--- config.mk ---
export PLATFORM = sky130hd
export DESIGN_NAME = serial_frame_rx
export DESIGN_NICKNAME = d
export VERILOG_FILES = /design/src/rtl/serial_frame_rx_pkg.sv /design/src/rtl/serial_frame_rx_sipo.sv /design/src/rtl/serial_frame_rx.sv
export SDC_FILE = /design/constraint.sdc
export NUM_CORES = 1
export LEC_CHECK = 0
export BUFFER_PORTS_ARGS = -buffer_cell sky130_fd_sc_hd__buf_2
export CORE_MARGIN = 4
export CORE_UTILIZATION = 58
export CTS_BUF_LIST = sky130_fd_sc_hd__clkbuf_8
export DETAILED_ROUTE_END_ITERATION = 16
export PLACE_DENSITY = 0.92
export SLEW_MARGIN = 40
export SYNTH_ARGS = -nofsm -noshare
export SYNTH_HDL_FRONTEND = slang
export SYNTH_SLANG_ARGS = --single-unit
export TNS_END_PERCENT = 50
--- constraint.sdc ---
create_clock -name clk -period 2.49 [get_ports clk]
set_clock_uncertainty 0.05 [all_clocks]
set_input_delay 0.3735 -clock clk [delete_from_list [all_inputs] [get_ports clk]]
set_output_delay 0.3735 -clock clk [all_outputs]
set_load 0.02 [all_outputs]
--- src/rtl/serial_frame_rx_pkg.sv ---
// Shared types and constants for the serial frame receiver and its upstream shift-register bench.
// No logic; the sync default and the state encoding live here so both sides agree.
// Backpressure: n/a.
package serial_frame_rx_pkg;

    typedef enum logic {
        HUNT    = 1'b0,
        PAYLOAD = 1'b1
    } state_t;

    localparam logic [7:0] SYNC_DEFAULT = 8'b1001_1001;

    // Ceiling log2; clog2(1) == 0.
    function automatic int clog2(input int v);
        int r;
        r = 0;
        for (int x = v - 1; x > 0; x = x >> 1) begin
            r = r + 1;
        end
        return r;
    endfunction

endpackage

--- src/rtl/serial_frame_rx_sipo.sv ---
// N-bit serial-in parallel-out register, MSB-first, with shift enable and synchronous clear.
// Latency: new bit appears in q[0] the cycle after an enabled edge.
// Backpressure: none; clear takes priority over shift.
module sipo_shift #(
    parameter int N = 8
) (
    input  logic         clk,
    input  logic         reset,
    input  logic         en,
    input  logic         clr,
    input  logic         sin,
    output logic [N-1:0] q
);

    always_ff @(posedge clk or posedge reset) begin
        if (reset) begin
            q <= '0;
        end else if (clr) begin
            q <= '0;
        end else if (en) begin
            q <= {q[N-2:0], sin};
        end
    end

endmodule

--- src/rtl/serial_frame_rx.sv ---
// Serial frame receiver: hunts an N-bit sync word, then assembles FRAME_WORDS N-bit payload words.
// Latency: a word is presented on dout one cycle after the edge sampling its last bit.
// Backpressure: valid/ready; a word completing while dout is held unaccepted is dropped and sets overflow.
module serial_frame_rx
    import serial_frame_rx_pkg::*;
#(
    parameter int             N           = 8,
    parameter logic [N-1:0]   SYNC        = N'(SYNC_DEFAULT),
    parameter int             FRAME_WORDS = 4
) (
    input  logic                          clk,
    input  logic                          reset,
    input  logic                          sin,
    input  logic                          sin_en,
    output logic [N-1:0]                  dout,
    output logic                          dout_valid,
    input  logic                          dout_ready,
    output logic                          locked,
    output logic                          frame_end,
    output logic                          overflow,
    input  logic                          clr_ovf,
    output logic [clog2(FRAME_WORDS):0]   word_idx
);

    localparam int BCW = clog2(N);
    localparam int HCW = clog2(N + 1);
    localparam int WIW = clog2(FRAME_WORDS) + 1;

    state_t         state, state_nxt;
    logic [BCW-1:0] bit_cnt, bit_cnt_nxt;
    logic [HCW-1:0] hunt_cnt, hunt_cnt_nxt;
    logic [WIW-1:0] word_idx_nxt;
    logic           frame_end_nxt;
    logic [N-1:0]   shift_q;
    logic [N-1:0]   shift_nxt;
    logic           shift_clr;
    logic           word_done;
    logic           load_ok;

    // One register serves as the sync window in HUNT and the word assembler in PAYLOAD:
    // after N payload bits it holds exactly the payload word, whatever it held before.
    sipo_shift #(.N(N)) u_shift (
        .clk   (clk),
        .reset (reset),
        .en    (sin_en),
        .clr   (shift_clr),
        .sin   (sin),
        .q     (shift_q)
    );

    assign shift_nxt = {shift_q[N-2:0], sin};
    assign load_ok   = !dout_valid || dout_ready;
    assign locked    = (state == PAYLOAD);

    always_comb begin
        state_nxt     = state;
        bit_cnt_nxt   = bit_cnt;
        hunt_cnt_nxt  = hunt_cnt;
        word_idx_nxt  = word_idx;
        frame_end_nxt = 1'b0;
        shift_clr     = 1'b0;
        word_done     = 1'b0;
        case (state)
            HUNT: begin
                word_idx_nxt = '0;
                if (sin_en) begin
                    if (hunt_cnt != HCW'(N)) begin
                        hunt_cnt_nxt = hunt_cnt + 1'b1;
                    end
                    // hunt_cnt saturates at N, so reaching N means at least N fresh bits.
                    if (shift_nxt == SYNC && hunt_cnt_nxt == HCW'(N)) begin
                        state_nxt   = PAYLOAD;
                        bit_cnt_nxt = '0;
                    end
                end
            end
            PAYLOAD: begin
                if (sin_en) begin
                    if (bit_cnt == BCW'(N - 1)) begin
                        word_done    = 1'b1;
                        bit_cnt_nxt  = '0;
                        word_idx_nxt = word_idx + 1'b1;
                        if (word_idx == WIW'(FRAME_WORDS - 1)) begin
                            frame_end_nxt = 1'b1;
                            state_nxt     = HUNT;
                            shift_clr     = 1'b1;
                            hunt_cnt_nxt  = '0;
                        end
                    end else begin
                        bit_cnt_nxt = bit_cnt + 1'b1;
                    end
                end
            end
            default: begin
                state_nxt = HUNT;
            end
        endcase
    end

    always_ff @(posedge clk or posedge reset) begin
        if (reset) begin
            state     <= HUNT;
            bit_cnt   <= '0;
            hunt_cnt  <= '0;
            word_idx  <= '0;
            frame_end <= 1'b0;
        end else begin
            state     <= state_nxt;
            bit_cnt   <= bit_cnt_nxt;
            hunt_cnt  <= hunt_cnt_nxt;
            word_idx  <= word_idx_nxt;
            frame_end <= frame_end_nxt;
        end
    end

    // Output holding register: a drop leaves dout untouched and only raises overflow.
    always_ff @(posedge clk or posedge reset) begin
        if (reset) begin
            dout       <= '0;
            dout_valid <= 1'b0;
            overflow   <= 1'b0;
        end else begin
            if (word_done && load_ok) begin
                dout       <= shift_nxt;
                dout_valid <= 1'b1;
            end else if (dout_valid && dout_ready) begin
                dout_valid <= 1'b0;
            end
            if (word_done && !load_ok) begin
                overflow <= 1'b1;
            end else if (clr_ovf) begin
                overflow <= 1'b0;
            end
        end
    end

endmodule

==> impl_metrics.yaml <==
worst_hold_path:
  worstHoldPathType: "in2async"
power:
  p_switching_mw: 0.428
  power.density_nw_per_um2: 813
  intPower_mw: 0.868
  p_leak_nw: 0.796
  switching_share_pct: 33.0
  peakVddDrop_uv: 605
  p_seq_share_pct: 47.3
  clkPwrFrac_pct: 29.1
  pwr-share-comb_pct: 23.7
worst_setup_path:
  ff2ff_setup_slack_ps: 490
  critical_path_arrival_ps: 2110
  worstSetupEndpointType: "flip-flop"
  crit_fanout: 9
  critPathKind: "reg2reg"
  required_ps: 2600
  start_kind: "flip-flop"
status:
  status: "finished clean"
finish:
  fin_util_pct: 70.8
  n_antenna_cell: 0
  drive_gt1_share_pct: 28.6
  final_nets: 158
  fin_cells: 175
  area_delta_synth_final_pct: 13.6
route:
  wl_mm: 2.71
  drtIter0Drc: 11
  post_drt_wl_per_cell_um: 15.5
  vias: 1022
  detail-route-antenna-nets: 0
  drc: 0
  viasPerCell: 5.84
  drt-pass1-iter-count: 4
timing:
  finalSetupViolCount: 0
  worstMarginPinSlew_ps: 621
  holdWs_ps: 101
  finalHoldViolCount: 0
  fin_tns_setup_ps: 0
  report.final.slew_viol_count: 0
  grt_setup_unrepaired: "false"
  slew_headroom_pct: 58.6
  final.period_utilization_pct: 80.3
  clock.fmax_mhz: 500
  period_minus_slack_ps: 2000
floorplanning:
  start_util_pct: 62.3
  die_h_um: 57.2
  dieArea_um2: 3270
  num_rows: 17
  core_area_um2: 2250
  boundaryPins: 21
  die_w_um: 57.2
place:
  dp_hpwl_mm: 1.88
  port-buffer-count: 20
  gp_congestion: 0.777
  dpl.cell_count: 167
yosys:
  synth_edf_count: 0
  synthArstFlopShare_pct: 100
  ys_types: 34
  postSynthCellCount: 123
  syn_nets: 135
  netlist_area_um2: 1400
  ys_ff_latch: 29
  yosys_warnings: 0
  yosys_most_used_dff: "dfrtp_1"
  ys_seq_area_share_pct: 51.7
  synth.avg_cell_area_um2: 11.4
clock_tree:
  numCtsBuffers: 5
  h-tree-depth: 2
  ctsHoldBuffers: 0
  clock_latency_ps: 290
  root_buffer: "clkbuf_8"
  cts_tree: "yes"
  post_cts_buffers: 0
  cts_buffer_depth: 2
  cts_resized: 0
  clkSlewWorstSetupHoldPaths_ps: 60
  clkSinkCount: 29
grt:
  antenna_found_initial: 0
  grt_use_total_pct: 19.5
  grt_max_degree: 18
  grt_pass1_wl_mm: 4.84
  first_global_vias: 1057
  overflow: 0
job:
  drv_cap: 0
==> cell usage after synthesis, types with 2 or more instances <==
| master | n | share of area (%) |
|---|---|---|
| a21oi_1 | 2 | 0.71 |
| a22o_1 | 10 | 6.2 |
| and2_1 | 2 | 0.89 |
| buf_6 | 3 | 2.4 |
| clkbuf_2 | 2 | 0.71 |
| dfrtp_1 | 29 | 52 |
| ha_1 | 6 | 5.3 |
| inv_1 | 8 | 2.1 |
| mux2_2 | 8 | 6.4 |
| nand2_1 | 11 | 2.9 |
| nand2b_1 | 4 | 1.8 |
| nand3_1 | 6 | 2.1 |
| nor2_1 | 6 | 1.6 |
| nor3_1 | 2 | 0.71 |
| o21ai_0 | 4 | 1.4 |
| o2bb2ai_1 | 2 | 1.2 |
==> layer usage <==
layer  vias to the layer above  global-route usage, %  wire length, µm
li1                        481                      -                -
met1                       501                   23.4             1140
met2                        28                   30.3             1360
met3                        12                   7.47              136
met4                         0                   10.6               72
met5                         -                      0                0
==> flip-flops by register name, summed over array words and instances (netlist names) <==
| signal | flops |
|---|---|
| locked | 1 |
| overflow | 1 |
| hunt_cnt | 4 |
| dout_valid | 1 |
| frame_end | 1 |
| word_idx | 3 |
| dout | 8 |
| u_shift.q | 7 |
| bit_cnt | 3 |
==> layout by cell type, fill, tap and decap left out, types with 3 or more instances in the layout <==
cell type	count
a22o_1	10
buf_2	20
buf_4	3
clkbuf_8	5
dfrtp_1	29
ha_1	6
inv_1	8
mux2_2	8
nand2_1	11
nand2b_1	4
nand3_1	6
nor2_1	6
o21ai_0	4
==> worst paths after layout <==
path	start	depth (start not counted)	endpoint
min reg2reg	dout[0]	1	dout[0]
max reg2reg	hunt_cnt[0]	6	bit_cnt[0]
min	reset	2	dout[6]
max in group asynchronous	reset	3	bit_cnt[1]
max	hunt_cnt[0]	6	bit_cnt[0]
min in group clk	clr_ovf	2	overflow
==> logic make-up after synthesis <==
family,share of synthesized area (%)
flops,51.7
simple gates,13.9
xor+xnor,1.25
buf+inv,5.88
mux,7.13
fa+ha+maj,5.35
compound gates,14.8
==> through the flow <==
| stage | setup WS, ps | area [µm²] | total power, mW |
|---|---|---|---|
| final | 490 | 1600 | 1.30 |
| after global routing | 304 | 1600 | 1.38 |
| after CTS | 464 | 1600 | 1.30 |
| after detailed placement | 467 | 1510 | 0.928 |
| after global placement | 551 | 1510 | 0.904 |
| after floorplan | 603 | 1400 | 0.866 |
==> power groups by stage <==
stage          clock [mW]  combinational (mW)  sequential (mW)
5_1_grt             0.410               0.344            0.626
3_5_place_dp            0               0.309            0.620
3_3_place_gp            0               0.291            0.612
6_report            0.377               0.307            0.613
2_1_floorplan           0               0.270            0.595
4_1_cts             0.384               0.310            0.612
==> layout make-up <==
class	count	area (µm²)
Clock buffer	5	68.8
Multi-Input combinational cell	79	596
Fill cell	161	659
Timing Repair Buffer	23	123
Sequential cell	29	726
Tap cell	28	35.0
Inverter	8	30.0
Clock inverter	3	17.5
==> worst max-delay path, stage by stage, from the launching register on <==
cell and delay [ps]:
dfrtp_1 480, inv_1 70, ha_1 320, nor4b_2 210, nand4_1 170, a2111oi_4 420, o21ai_0 150
Note: power is estimated with default switching activity, not from simulation.
